**src/rtl/booth_mult_rr_scheduler_pkg.sv**
```systemverilog
// Shared definitions for the Booth multiplier round-robin scheduler.
// Holds the sign-mode encodings, a constant-foldable clog2 helper and the
// default requester-tag width.
package booth_mult_rr_scheduler_pkg;

    // sign_mode encoding: bit1 = multiplicand signed, bit0 = multiplier signed
    localparam logic [1:0] SIGN_UU = 2'b00;
    localparam logic [1:0] SIGN_US = 2'b01;
    localparam logic [1:0] SIGN_SU = 2'b10;
    localparam logic [1:0] SIGN_SS = 2'b11;

    // Ceiling log2; bounded loop so it folds in elaboration and synthesis.
    function automatic int clog2(input int value);
        int r;
        r = 0;
        for (int i = 0; i < 31; i++) begin
            if ((1 << i) < value) begin
                r = i + 1;
            end
        end
        return r;
    endfunction

    localparam int NREQ_DEFAULT = 4;
    // Width of a requester ID as carried in the tag FIFO.
    localparam int TAG_W = clog2(NREQ_DEFAULT);

endpackage

```
**src/rtl/booth_tag_fifo.sv**
```systemverilog
// Purpose: in-order FIFO of requester tags for operations inside the multiplier.
// Latency: push visible at head on the next cycle; count/empty/full are registered-pointer derived.
// Backpressure: push ignored when full, pop ignored when empty; caller gates on full/empty.
// Ports: clk, rst (sync, active high); push/push_tag write side; pop/pop_tag read side
//        (pop_tag is the current head); empty, full, count status.
module booth_tag_fifo
    import booth_mult_rr_scheduler_pkg::*;
#(
    parameter int TAG_W = 2,
    parameter int DEPTH = 8
) (
    input  logic                     clk,
    input  logic                     rst,
    input  logic                     push,
    input  logic [TAG_W-1:0]         push_tag,
    input  logic                     pop,
    output logic [TAG_W-1:0]         pop_tag,
    output logic                     empty,
    output logic                     full,
    output logic [clog2(DEPTH):0]    count
);

    localparam int AW    = clog2(DEPTH);
    localparam int PTR_W = AW + 1;

    logic [TAG_W-1:0] mem [DEPTH];
    // One extra pointer bit distinguishes full from empty; pointers wrap naturally.
    logic [PTR_W-1:0] wr_ptr;
    logic [PTR_W-1:0] rd_ptr;
    logic             do_push;
    logic             do_pop;

    assign count   = wr_ptr - rd_ptr;
    assign empty   = (count == '0);
    assign full    = (count == PTR_W'(DEPTH));
    assign do_push = push && !full;
    assign do_pop  = pop && !empty;
    assign pop_tag = mem[rd_ptr[AW-1:0]];

    always_ff @(posedge clk) begin
        if (rst) begin
            wr_ptr <= '0;
            rd_ptr <= '0;
        end else begin
            if (do_push) begin
                wr_ptr <= wr_ptr + 1'b1;
            end
            if (do_pop) begin
                rd_ptr <= rd_ptr + 1'b1;
            end
        end
    end

    // Storage needs no reset: only entries between the pointers are ever read.
    always_ff @(posedge clk) begin
        if (do_push) begin
            mem[wr_ptr[AW-1:0]] <= push_tag;
        end
    end

endmodule

```
**src/rtl/booth_mult_rr_scheduler.sv**
```systemverilog
// Purpose: shares one pipelined Booth multiplier among NREQ requesters, round-robin, and routes products back.
// Latency: accept in cycle t -> mul_valid_in in t+1; mul_valid_out in cycle u -> rsp_valid in u+1.
// Backpressure: req_ready drops while MAX_OUT ops are in flight; responses cannot be stalled.
// Ports: clk, rst (sync, active high); req_valid/req_ready/req_a/req_b/req_mode per-requester
//        request side; rsp_valid/rsp_product one-hot response side; mul_* to/from the multiplier;
//        inflight outstanding count; err_orphan sticky flag for results with no tag outstanding.
module booth_mult_rr_scheduler
    import booth_mult_rr_scheduler_pkg::*;
#(
    parameter int WIDTH   = 8,
    parameter int NREQ    = 4,
    parameter int MAX_OUT = 8
) (
    input  logic                      clk,
    input  logic                      rst,
    input  logic [NREQ-1:0]           req_valid,
    output logic [NREQ-1:0]           req_ready,
    input  logic [NREQ*WIDTH-1:0]     req_a,
    input  logic [NREQ*WIDTH-1:0]     req_b,
    input  logic [NREQ*2-1:0]         req_mode,
    output logic [NREQ-1:0]           rsp_valid,
    output logic [2*WIDTH-1:0]        rsp_product,
    output logic                      mul_valid_in,
    output logic [WIDTH-1:0]          mul_multiplicand,
    output logic [WIDTH-1:0]          mul_multiplier,
    output logic [1:0]                mul_sign_mode,
    input  logic [2*WIDTH-1:0]        mul_product,
    input  logic                      mul_valid_out,
    output logic [clog2(MAX_OUT):0]   inflight,
    output logic                      err_orphan
);

    localparam int REQ_TW = clog2(NREQ);

    logic [REQ_TW-1:0] rr_ptr;
    logic [REQ_TW:0]   cand;
    logic              can_issue;
    logic              grant_vld;
    logic [REQ_TW-1:0] grant_idx;

    logic              fifo_full;
    logic              fifo_empty;
    logic [REQ_TW-1:0] fifo_head;
    logic              rsp_pop;

    // The full test uses the registered count, so a pop in the same cycle
    // cannot open a slot until the next cycle. No grants while in reset.
    assign can_issue = !fifo_full && !rst;
    assign rsp_pop   = mul_valid_out && !fifo_empty;

    // Rotating priority search: first valid requester at or after rr_ptr.
    always_comb begin
        grant_vld = 1'b0;
        grant_idx = '0;
        cand      = '0;
        if (can_issue) begin
            for (int k = 0; k < NREQ; k++) begin
                cand = {1'b0, rr_ptr} + (REQ_TW+1)'(k);
                if (cand >= (REQ_TW+1)'(NREQ)) begin
                    cand = cand - (REQ_TW+1)'(NREQ);
                end
                if (!grant_vld && req_valid[cand[REQ_TW-1:0]]) begin
                    grant_vld = 1'b1;
                    grant_idx = cand[REQ_TW-1:0];
                end
            end
        end
    end

    // req_ready is only raised for a valid candidate, so grant_vld is the transfer.
    assign req_ready = grant_vld ? (NREQ'(1) << grant_idx) : '0;

    booth_tag_fifo #(
        .TAG_W (REQ_TW),
        .DEPTH (MAX_OUT)
    ) u_tag_fifo (
        .clk      (clk),
        .rst      (rst),
        .push     (grant_vld),
        .push_tag (grant_idx),
        .pop      (rsp_pop),
        .pop_tag  (fifo_head),
        .empty    (fifo_empty),
        .full     (fifo_full),
        .count    (inflight)
    );

    // Issue registers and round-robin pointer.
    always_ff @(posedge clk) begin
        if (rst) begin
            rr_ptr           <= '0;
            mul_valid_in     <= 1'b0;
            mul_multiplicand <= '0;
            mul_multiplier   <= '0;
            mul_sign_mode    <= SIGN_UU;
        end else begin
            mul_valid_in <= grant_vld;
            if (grant_vld) begin
                mul_multiplicand <= req_a[grant_idx*WIDTH +: WIDTH];
                mul_multiplier   <= req_b[grant_idx*WIDTH +: WIDTH];
                mul_sign_mode    <= req_mode[grant_idx*2 +: 2];
                rr_ptr           <= (grant_idx == REQ_TW'(NREQ-1)) ? '0 : grant_idx + 1'b1;
            end
        end
    end

    // Return routing: the head tag names the owner of the emerging product.
    always_ff @(posedge clk) begin
        if (rst) begin
            rsp_valid   <= '0;
            rsp_product <= '0;
            err_orphan  <= 1'b0;
        end else begin
            rsp_valid <= rsp_pop ? (NREQ'(1) << fifo_head) : '0;
            if (rsp_pop) begin
                rsp_product <= mul_product;
            end
            // A result with nothing outstanding is dropped and flagged.
            if (mul_valid_out && fifo_empty) begin
                err_orphan <= 1'b1;
            end
        end
    end

endmodule

```
**config.mk**
```make
export PLATFORM = sky130hd
export DESIGN_NAME = booth_mult_rr_scheduler
export DESIGN_NICKNAME = d
export VERILOG_FILES = /design/src/rtl/booth_mult_rr_scheduler_pkg.sv /design/src/rtl/booth_tag_fifo.sv /design/src/rtl/booth_mult_rr_scheduler.sv
export SDC_FILE = /design/constraint.sdc
export NUM_CORES = 1
export LEC_CHECK = 0
export CORE_MARGIN = 2
export CORE_UTILIZATION = 45
export DETAILED_ROUTE_END_ITERATION = 10
export GPL_ROUTABILITY_DRIVEN = 1
export MAX_ROUTING_LAYER = met4
export PLACE_DENSITY = 0.81
export SETUP_SLACK_MARGIN = 0.1
export SYNTH_ARGS = -nofsm -noshare
export SYNTH_HDL_FRONTEND = slang
export SYNTH_SLANG_ARGS = --single-unit
```
**constraint.sdc**
```tcl
create_clock -name clk -period 4.5 [get_ports clk]
set_clock_uncertainty 0.15 [all_clocks]
set_input_delay 0.9 -clock clk [delete_from_list [all_inputs] [get_ports clk]]
set_output_delay 0.9 -clock clk [all_outputs]
set_load 0.02 [all_outputs]
```
======== After elaboration in Yosys (flattened, before gate mapping) ========
Memory sizes are Yosys's and may differ from the RTL's. A register that Yosys moved wholly into a read port is not among the register bits.
Index checks and enable logic that the tools add are counted.
operators by class
  $add $sub $neg .......................... 11
  multiply operators ...................... 0
  div/mod/pow operators ................... 0
  magnitude comparators ................... 8
  equal/unequal tests ..................... 2
  shifts and indexed selects .............. 5
  multiplexer cells ....................... 35
  bitwise logic cells ..................... 1
  reductions and logical operators ........ 16
operators with widths
  kind                                                 number
  indexed part select 32 x 6 -> 8 bit                  2
  two-way mux 2 bit                                    14
  two-way mux 1 bit                                    14
  < comparator 2 x 3 -> 1 bit, second input constant   4
  >= comparator 3 bit, second input constant           3
  adder 4 x 1 -> 4 bit, second input constant          2
  binary-select mux 1 bit (select 2 bit)               4
  logical AND 1 bit                                    8
  indexed part select 8 x 4 -> 2 bit                   1
  left shift 1 x 2 -> 4 bit, first input constant      2
  subtractor 2 x 1 -> 2 bit, second input constant     4
  adder 2 x 2 -> 3 bit, second input constant          2
  zero test 1 bit                                      6
  two-way mux 3 bit                                    2
  equality test 4 bit, second input constant           1
  zero test 4 bit                                      1
  two-way mux 4 bit                                    1
  subtractor 4 bit                                     1
  adder 2 x 1 -> 3 bit, second input constant          1
  >= comparator 2 x 3 -> 1 bit, second input constant  1
  adder 2 x 1 -> 2 bit, second input constant          1
  equality test 2 bit, second input constant           1
  OR reduction 2 bit                                   1
  NOT 1 bit                                            1
word-level totals
  flip-flop bits (word level) ............. 50
  latch bits .............................. 0
  RAM bits ................................ 16
  memory bits (read-only) ................. 0
  bits of input ports ..................... 95
  memories ................................ 1
memory list
  name            depth  bits a word  rd ports  clocked after Yosys merged registers in  wr ports  line                  RTL
  u_tag_fifo.mem  8      2            1         1                                        1         booth_tag_fifo.sv:26  logic [TAG_W-1:0] mem [DEPTH];

======== Logic depth before layout (Yosys ltp) ========
Gate-level depths: netlist of run 1.
  word-level depth ........................ 24
  mapped depth ............................ 13

======== Hierarchy ========
From an unflattened synthesis of run 1, not the netlist that was laid out.
unflattened totals
  cells, all modules ...................... 337
  area, all modules ....................... 3,323.2 sq um
modules (own cells, without submodules)
  module                   times used  cells each  area each (sq um)  seq. area each (sq um)
  booth_mult_rr_scheduler  1           233         2,009.4            840.8
  booth_tag_fifo           1           104         1,313.8            700.7

======== Least setup slack after synthesis of run 1 ========
Ideal clock, no wire load.
  kind .................................... reg2out
  from .................................... reg u_tag_fifo.wr_ptr[0]
  to ...................................... out req_ready[1]
  arrival ................................. 2.784 ns
  data required time ...................... 3.450 ns
  path slack .............................. 0.666 ns
  cell stages (with the launch flop) ...... 12
  buffers on the path ..................... 2
  cells stage by stage .................... dfxtp_1 > inv_1 > ha_1 > inv_1 > fa_1 > or3_1 > buf_4 > o31a_4 > buf_6 > nand2_1 > inv_1 > nor2_1
between the ends
  longest elaborated chain between the ends .. 7
  elaborated cells between the ends (all ways) .. 8
RTL lines
  element                    line                           RTL
  from (decl)                booth_tag_fifo.sv:28           logic [PTR_W-1:0] wr_ptr;
  from (signal assigned)     booth_tag_fifo.sv:46           wr_ptr <= wr_ptr + 1'b1;
  subtractor 4 bit           booth_tag_fifo.sv:33           assign count = wr_ptr - rd_ptr;
  via inflight[1]            booth_mult_rr_scheduler.sv:29  output logic [clog2(MAX_OUT):0] inflight,
  equality test 4 bit        booth_tag_fifo.sv:35           assign full = (count == PTR_W'(DEPTH));
  zero test 1 bit            booth_mult_rr_scheduler.sv:48  assign can_issue = !fifo_full && !rst;
  logical AND 1 bit          booth_mult_rr_scheduler.sv:48
  two-way mux 2 bit          booth_mult_rr_scheduler.sv:56  if (can_issue) begin
  via grant_idx[1]           booth_mult_rr_scheduler.sv:39  logic [REQ_TW-1:0] grant_idx;
  left shift 1 x 2 -> 4 bit  booth_mult_rr_scheduler.sv:71  assign req_ready = grant_vld ? (NREQ'(1) << grant_idx) : '0;
  two-way mux 4 bit          booth_mult_rr_scheduler.sv:71
  to (decl)                  booth_mult_rr_scheduler.sv:17  output logic [NREQ-1:0] req_ready,
The timed path passes the listed nets, and every way through them passes these cells.

======== Worst setup path after layout of run 1 ========
  from .................................... reg u_tag_fifo.wr_ptr[0]
  to ...................................... out req_ready[3]
between the ends
  longest elaborated chain between the ends .. 7
  elaborated cells between the ends (all ways) .. 8
RTL lines
  element                    line
  subtractor 4 bit (*)       booth_tag_fifo.sv:33
  equality test 4 bit (*)    booth_tag_fifo.sv:35
  zero test 1 bit (*)        booth_mult_rr_scheduler.sv:48
  logical AND 1 bit (*)      booth_mult_rr_scheduler.sv:48
  two-way mux 2 bit          booth_mult_rr_scheduler.sv:56
  left shift 1 x 2 -> 4 bit  booth_mult_rr_scheduler.sv:71
  two-way mux 4 bit (*)      booth_mult_rr_scheduler.sv:71
Mark *: on every way between the ends. The rest lies on a longest branch, timed or not.

==> results.cfg, run 1 <==
[outcome]
status = finished clean

[yosys]
synthTopCellsByArea = dfxtp_1, edfxtp_1, and4_1
ys.flop_type = dfxtp_1
ys_ff_latch = 69
ys_seq_area_frac = 0.4045
synth_top_cell_area_share = 0.2784
synth_top_area_cell = dfxtp_1
ys_top_cells_by_count = dfxtp_1, and4_1, nor2_1, clkbuf_1
syn_area_um2 = 3811
yosysMostFrequentCell = dfxtp_1
synth-edff-count = 16
async_flop_share = 0
yosys_warnings = 0
synth_nets = 457
synthesis.instances = 355
yosysUniqueCellTypes = 49
avgSynthCellArea_um2 = 10.74

[critical_path]
cp-start-kind = register
cp.arrival_ps = 3160
crit_fanout = 9
cp.required_ps = 3450
critPathKind = reg2out
cp-end-kind = output port

[global_route]
grt_use_total = 0.2314
overflow = 0
grt_util_met3 = 0.05482
top_usage_layer = met2
grt_start_max_net_pins = 37
use_met2 = 0.3889
grt_first_pass_wirelength_mm = 15.96
grt_antenna_before_repair = 0
grtUsageMet1 = 0.2763
first_global_vias = 3356

[floorplan]
fp.dieW_um = 96.03
core_area_um2 = 8217
initial_core_util = 0.4638
rows = 33
die_area_um2 = 9222
die_h_um = 96.03
pin_count = 143

[placed_design]
portBuffers = 142
dp.cells = 580
gp_congestion = 0.8550
dp_hpwl_mm = 7.710

[clock_network]
root_buffer = clkbuf_8
hold_buffers = 0
clk_pin_slew_worst_paths_ps = 70
h-tree-depth = 3
cts_buffer_depth = 2
cts.sinks = 69
cts_buffers = 9
clkLatencyLatePin_ps = 340
cts_tree = done
post_cts_buffers = 0

[sta]
relSlewSlack = 0.1640
hold_viol = 0
post-route-period-util = 0.9364
clock.fmax_mhz = 237.3
min_period_ps = 4214
setup_tns_ps = 0
worst_pin_slew_ps = 1254
report.final.slew_viol_count = 0
rsz0062_at_grt = no
setup-violations-final = 0

[layout]
syn_to_final_growth_pct = 44.55
fin_nets = 588
fin_util = 0.6705
drive_gt1_frac = 0.1324
fin_cells = 596
n_antenna_cell = 0

[detailed_routing]
drc = 0
postRouteAntennaNets = 0
first_iter_violations = 159
num_vias = 3448
dr.pass1.iters = 4
wirelength_mm = 10.15
viasPerCell = 5.785
routedWlPerCell_um = 17.03

[pwr]
sw_frac_of_total = 0.4098
power.total_mw = 3.369
p_leak_nw = 2.010
power_density_nw_per_um2 = 611.5
ir_drop_mv = 0.2380
switchingPower_mw = 1.381
p_seq_frac = 0.282
pwr-share-comb = 0.560
clkPwrFrac = 0.159
p_int_mw = 1.988

[flow_run]
maxCapViolations = 0

[worst_hold_path]
hp-class = reg2reg
[layer usage]
layer / routed length (µm) / part of all wire
met1: 4150 / 0.41
met2: 5025 / 0.50
met3: 862 / 0.085
met4: 110 / 0.011
met5: 0 / 0
[final cells by class]
cell class	count	area, µm²
sequential	69	1543
clock inverter	4	72.57
multi-input combinational	233	2032
inverter	15	56.30
tap	105	131.4
clock buffer	12	135.1
timing repair buffer	158	1539
fill	638	2708
[kinds of logic (layout without fill, tap and decap cells)]
| group | Yosys count | count (layout) | synth area share |
|---|---|---|---|
| mux | 26 | 26 | 0.08306 |
| flops | 69 | 69 | 0.4045 |
| simple gates | 97 | 97 | 0.1717 |
| xor+xnor | 5 | 5 | 0.01149 |
| fa+ha+maj | 7 | 7 | 0.02495 |
| buf+inv | 53 | 189 | 0.06664 |
| compound gates | 98 | 98 | 0.2377 |
[repair_timing]
item / in CTS / in global routing
resized for setup: 4 / 0
endpoints found under the setup margin: 3 / 0
endpoints found under the hold margin: 0 / 0
[worst max-delay path: stages, from the launching register on]
cell and delay (ps):
dfxtp_2 370, inv_1 130, ha_1 210, inv_1 60, fa_1 370, xor2_1 190, or3_4 220, o31ai_4 70
or3_1 430, nor2_1 140, clkdlybuf4s50_1 620
[power groups by stage]
stage / sequential, mW / combinational, mW / clock [mW]
CTS: 0.948 / 1.89 / 0.543
global placement: 0.949 / 1.84 / 0
detailed placement: 0.960 / 1.88 / 0
finish: 0.948 / 1.89 / 0.534
floorplan: 1.07 / 1.14 / 0
global route: 0.967 / 2.04 / 0.568
[registers in the layout (all words and copies together), names as in the netlist, named ones only]
name and count:
rsp_valid 4, rsp_product 16, mul_valid_in 1, u_tag_fifo.wr_ptr 4
err_orphan 1, rr_ptr 2, u_tag_fifo.rd_ptr 4, mul_sign_mode 2
mul_multiplier 8, mul_multiplicand 8, u_tag_fifo.mem 16
[worst paths after layout]
| check | from | cells past startpoint | endpoint | slack [ps] |
|---|---|---|---|---|
| worst max-delay path | u_tag_fifo.wr_ptr[0] | 10 | req_ready[3] | 290 |
| worst min-delay path | rsp_product[11] | 2 | rsp_product[11] | 350 |
| worst max register to register | u_tag_fifo.wr_ptr[2] | 8 | u_tag_fifo.mem[4][0] | 1330 |
| worst min register to register | rsp_product[11] | 2 | rsp_product[11] | 350 |
[layout by cell type (no fill, tap or decap), types with 9 or more instances in the layout]
cell type,count
clkbuf_8,9
a221oi_2,18
dfxtp_1,52
clkdlybuf4s50_1,140
buf_4,16
inv_1,14
and4_1,37
a2111oi_0,18
mux2i_1,20
nor2_1,27
o31ai_1,20
o211ai_1,20
edfxtp_1,16
[metrics by stage]
| stage | instance area (µm²) | hold slack, ps | worst slack (ps) |
|---|---|---|---|
| 5_1_grt | 5509 | 375.6 | 136.7 |
| 3_5_place_dp | 5298 | 338.8 | 196.4 |
| 6_report | 5509 | 347.6 | 286.3 |
| 2_1_floorplan | 3811 | 327.1 | 666.1 |
| 4_1_cts | 5509 | 355.9 | 290.7 |
| 3_3_place_gp | 5298 | 324.8 | 334.5 |
(Power assumes the default switching activity.)
==> run 2, diff against run 1 <==
- CORE_UTILIZATION: 45 -> 46
- CTS_BUF_LIST: default -> sky130_fd_sc_hd__clkbuf_2
- PLACE_DENSITY: 0.81 -> 0.83
==> run 2 against run 1 <==
  * First-iteration DRC count grew 3.8%
  * Global-route usage decreased by 0.12 points
  * Critical path depth rose by 1
  * Routed wire length fell by 2.1%
  * Critical path type unchanged
  * Largest cell class unchanged
  * Largest power group unchanged
==> results.cfg, run 2 (same netlist as run 1, synthesis figures left out) <==
[outcome]
status = finished clean

[sta]
setup_tns_ps = 0
relSlewSlack = 0.1813
post-route-period-util = 0.9504
rsz0062_at_grt = yes
hold_viol = 0
min_period_ps = 4277
worst_pin_slew_ps = 1228
hold_ws_ps = 365.4
clock.fmax_mhz = 233.8
setup-violations-final = 0
report.final.slew_viol_count = 0

[layout]
layout_common_cells = clkdlybuf4s50_1, dfxtp_1, and4_1, nor2_1
fin_util = 0.6708
fin_nets = 589
syn_to_final_growth_pct = 43.17
nFillCells = 649
n_antenna_cell = 0
layout_commonest_cell = clkdlybuf4s50_1
drive_gt1_frac = 0.1585

[detailed_routing]
num_vias = 3457
routedWlPerCell_um = 16.64
postRouteAntennaNets = 0
drc = 0
dr.pass1.iters = 5
wirelength_mm = 9.937
viasPerCell = 5.791
first_iter_violations = 165

[critical_path]
r2r-end = u_tag_fifo.mem[4][1]
critPathKind = reg2out
slowest_stage = or3_4
max_stage_delay_ps = 450
cp-end-kind = output port
r2r_slack_ps = 1330
crit_fanout = 5
cp.required_ps = 3450
r2r_start = u_tag_fifo.rd_ptr[2]
cp-start-kind = register
cp.arrival_ps = 3230
critPathMostFrequentCell = inv_1
critPathLaunch = u_tag_fifo.wr_ptr[0]
path_cells = inv_1, ha_2, inv_1, fa_2, xor2_2, or3_4, o31a_4, nand2_1, ha_1, and2_1, clkbuf_2
r2r_cells = 8

[flow_run]
maxCapViolations = 0

[worst_hold_path]
hp-class = reg2reg
hold_path_end = rsp_product[14]
hp-start = rsp_product[14]
holdPathStages = 2

[clock_network]
clk_pin_slew_worst_paths_ps = 180
h-tree-depth = 3
cts_buffer_depth = 2
clkLatencyLatePin_ps = 520
hold_buffers = 0
cts_tree = done
cts.sinks = 69
root_buffer = clkbuf_2
cts_buffers = 9

[global_route]
grt_start_max_net_pins = 38
grt_first_pass_wirelength_mm = 15.53
overflow = 0
grt_use_total = 0.2302
first_global_vias = 3320
grt_antenna_before_repair = 0

[pwr]
clkPwrFrac = 0.122
sw_frac_of_total = 0.4246
p_seq_frac = 0.287
power.total_mw = 3.293
p_leak_nw = 1.996
p_int_mw = 1.895
ir_drop_mv = 0.2849
pwr-share-comb = 0.591
power_density_nw_per_um2 = 603.5
switchingPower_mw = 1.398

[placed_design]
gp_congestion = 0.9087
dp_hpwl_mm = 7.441
portBuffers = 142

[floorplan]
initial_core_util = 0.4685
core_area_um2 = 8134
die_area_um2 = 9029
pin_count = 143
fp.dieW_um = 95.02
die_h_um = 95.02
rows = 33
[run 2: changes by cell type in the layout (fill, tap and decap cells not counted), sizes merged]
cell / delta
clkinv: +3
clkdlybuf4s50: -2
buf: +1
dlygate4sd2: -1
[run 2: per-layer routing]
metal,part of all wire,GRT usage
met5,0,-
met3,0.081,0.06166
met1,0.40,0.2631
met4,0.015,0.07971
met2,0.50,0.3913
[run 2: worst max path at each step]
stage / slack [ps] / endpoint
CTS: 90 / req_ready[1]
global route: 60 / req_ready[1]
global placement: 340 / req_ready[1]
detailed placement: 230 / req_ready[1]
floorplan: 670 / req_ready[1]
finish: 220 / req_ready[0]
[run 2: power groups by stage]
stage	clock network, mW	logic [mW]	registers (mW)
after CTS	0.411	1.87	0.945
final	0.403	1.95	0.944
after detailed placement	0	1.87	0.958
after global placement	0	1.83	0.948
after global routing	0.436	2.11	0.966
after floorplan	0	1.14	1.07
[run 2: worst max-delay path: cells and delay by family (launching register included)]
| family | cells | cell delay [ps] |
|---|---|---|
| XOR/XNOR | 1 | 190 |
| adder cells (fa/ha/maj) | 3 | 730 |
| AO/OA/AOI/OAI | 1 | 310 |
| buffers and inverters | 3 | 350 |
| flip-flops | 1 | 390 |
| AND/OR/NAND/NOR | 3 | 730 |
[run 2: repair_timing]
| item | CTS | global route |
|---|---|---|
| setup endpoints to repair | 4 | 4 |
| pin swaps | 0 | 1 |
| gates resized for setup | 6 | 16 |
| buffers inserted | 0 | 3 |
[run 2: metrics by stage]
stage | instance area [µm²] | std cells | worst slack, ps
final | 5456 | 597 | 223.1
after global routing | 5456 | 597 | 64.09
after CTS | 5419 | 594 | 87.37
after detailed placement | 5283 | 578 | 227.0
after global placement | 5283 | 578 | 341.1
after floorplan | 3811 | 355 | 666.1
[run 2: layout make-up]
class,instances,area (µm²),area share
Inverter,15,56.30,0.01032
Clock buffer,9,45.04,0.008255
Multi-Input combinational cell,233,2044,0.3747
Sequential cell,69,1549,0.2839
Clock inverter,7,90.09,0.01651
Tap cell,105,131.4,0.02408
Timing Repair Buffer,159,1540,0.2823
==> run 3, diff against run 2 <==
- CORE_MARGIN: 2 -> 1
- CORE_UTILIZATION: 46 -> 40
- PLACE_DENSITY: 0.83 -> 0.74
- SLEW_MARGIN: default -> 30
==> run 3 against run 2 <==
  * Die area grew 9.9%
  * Combinational power about the same
  * Largest power group unchanged
  * Non-clock buffer count unchanged
  * Final area increased by 0.78%
  * Sequential share of layout area down 0.29 points
  * Largest cell class unchanged
  * Critical path depth decreased by 1
==> results.cfg, run 3 (same netlist as run 1, synthesis figures left out) <==
[layout]
n_antenna_cell = 0
fin_nets = 589
drive_gt1_frac = 0.1484
multi_input_area_um2 = 2047
layout_common_cells = clkdlybuf4s50_1, dfxtp_1, and4_1, nor2_1
syn_to_final_growth_pct = 44.29
layout_commonest_cell = clkdlybuf4s50_1
seqCellArea_um2 = 1545
fin_cells = 621
nFillCells = 798

[clock_network]
cts_buffer_depth = 2
clkLatencyLatePin_ps = 520
cts_tree = done
root_buffer = clkbuf_2
clk_pin_slew_worst_paths_ps = 200
cts.sinks = 69
h-tree-depth = 3
cts_buffers = 9

[detailed_routing]
routedWlPerCell_um = 16.39
dr.pass1.iters = 4
wirelength_mm = 10.18
first_iter_violations = 124
postRouteAntennaNets = 0
viasPerCell = 5.554
num_vias = 3449
drc = 0

[critical_path]
cp.arrival_ps = 3190
cp-start-kind = register
critPathKind = reg2out
slowest_stage = or3_4
path_buf_inv = 4
cp.required_ps = 3450
critical_path.top_delay_family = simple AND/OR/NAND/NOR gates
path_cells = inv_2, ha_2, inv_1, fa_1, xor2_1, or3_4, o31a_4, buf_8, and3_1, clkdlybuf4s15_1
crit_fanout = 19
max_stage_delay_ps = 450
cp-end-kind = output port

[global_route]
grt_antenna_before_repair = 0
top_usage_layer = met2
grt_util_met3 = 0.04498
grt_use_total = 0.2139
use_met2 = 0.3520
grtUsageMet1 = 0.2508
grt_first_pass_wirelength_mm = 16.19
grt_start_max_net_pins = 38
first_global_vias = 3455
overflow = 0

[pwr]
pwr-share-comb = 0.586
p_seq_frac = 0.285
ir_drop_mv = 0.2644
switchingPower_mw = 1.419
power.total_mw = 3.312
sw_frac_of_total = 0.4282
p_leak_nw = 2.004
clkPwrFrac = 0.129
power_density_nw_per_um2 = 602.4
p_int_mw = 1.894

[sta]
hold_ws_ps = 371.1
min_period_ps = 4240
report.final.slew_viol_count = 0
relSlewSlack = 0.5458
rsz0062_at_grt = no
worst_pin_slew_ps = 681.3
post-route-period-util = 0.9422
clock.fmax_mhz = 235.8
hold_viol = 0
setup-violations-final = 0
setup_tns_ps = 0

[floorplan]
fp.dieW_um = 99.61
die_area_um2 = 9922
initial_core_util = 0.4125
die_h_um = 99.61
pin_count = 143
core_area_um2 = 9240
rows = 35

[outcome]
status = finished clean

[placed_design]
dp_hpwl_mm = 7.608
dp.cells = 602
gp_congestion = 0.8502
portBuffers = 142

[flow_run]
maxCapViolations = 0

[worst_hold_path]
hp-class = reg2reg
## run 3: cell types whose count changed in the layout (fill, tap and decap cells not counted), sizes merged
cell	before	now
inv	14	15
clkdlybuf4s15	0	1
clkbuf	12	11
clkinvlp	1	0
## run 3: final cells by class
cell class / count / area share
clock buffers: 9 / 0.008191
clock inverters: 7 / 0.01797
inverters: 15 / 0.01024
multi-input cells: 233 / 0.3722
flip-flops and latches: 69 / 0.2810
well taps: 129 / 0.02935
repair buffers: 159 / 0.2810
## run 3: metrics by stage
stage | utilization | instance area [µm²] | setup WS [ps]
2_1_floorplan | - | 3811 | 666.1
3_3_place_gp | 0.5749 | 5313 | 338.2
3_5_place_dp | 0.5756 | 5319 | 211.5
4_1_cts | 0.5923 | 5473 | 102.0
5_1_grt | 0.5951 | 5499 | 102.1
6_report | 0.5951 | 5499 | 259.9
## run 3: worst paths after layout
path	end	slack, ps	start	cells past startpoint
setup / recovery	req_ready[2]	260	u_tag_fifo.wr_ptr[0]	10
hold / removal	rsp_product[13]	370	rsp_product[13]	2
setup reg to reg	u_tag_fifo.mem[4][0]	1360	u_tag_fifo.wr_ptr[2]	7
hold reg to reg	rsp_product[13]	370	rsp_product[13]	2
## run 3: timing repair
item / 4_1_cts / 5_1_grt
gates resized for setup: 8 / 9
gates cloned: 0 / 0
endpoints found under the hold margin: 0 / 0
setup buffers: 0 / 3
setup endpoints to repair: 4 / 3
hold buffers: 0 / 0
pin swaps: 0 / 1
## run 3: power by group through the flow
stage | Combinational (mW) | Clock (mW) | Sequential [mW]
floorplan | 1.14 | 0 | 1.07
global placement | 1.84 | 0 | 0.948
detailed placement | 1.88 | 0 | 0.959
CTS | 1.90 | 0.436 | 0.946
global route | 2.08 | 0.467 | 0.968
finish | 1.94 | 0.427 | 0.944
## run 3: tightest hold or removal path: stages, from the launching register on
cell and delay (ps):
dfxtp_1 370, mux2i_1 70, nor2_1 70
## run 3: layer usage
metal / vias up / part of all wire
met1: 1599 / 0.43
li1: 1675 / -
met3: 19 / 0.066
met5: - / 0
met2: 156 / 0.49
met4: 0 / 0.020
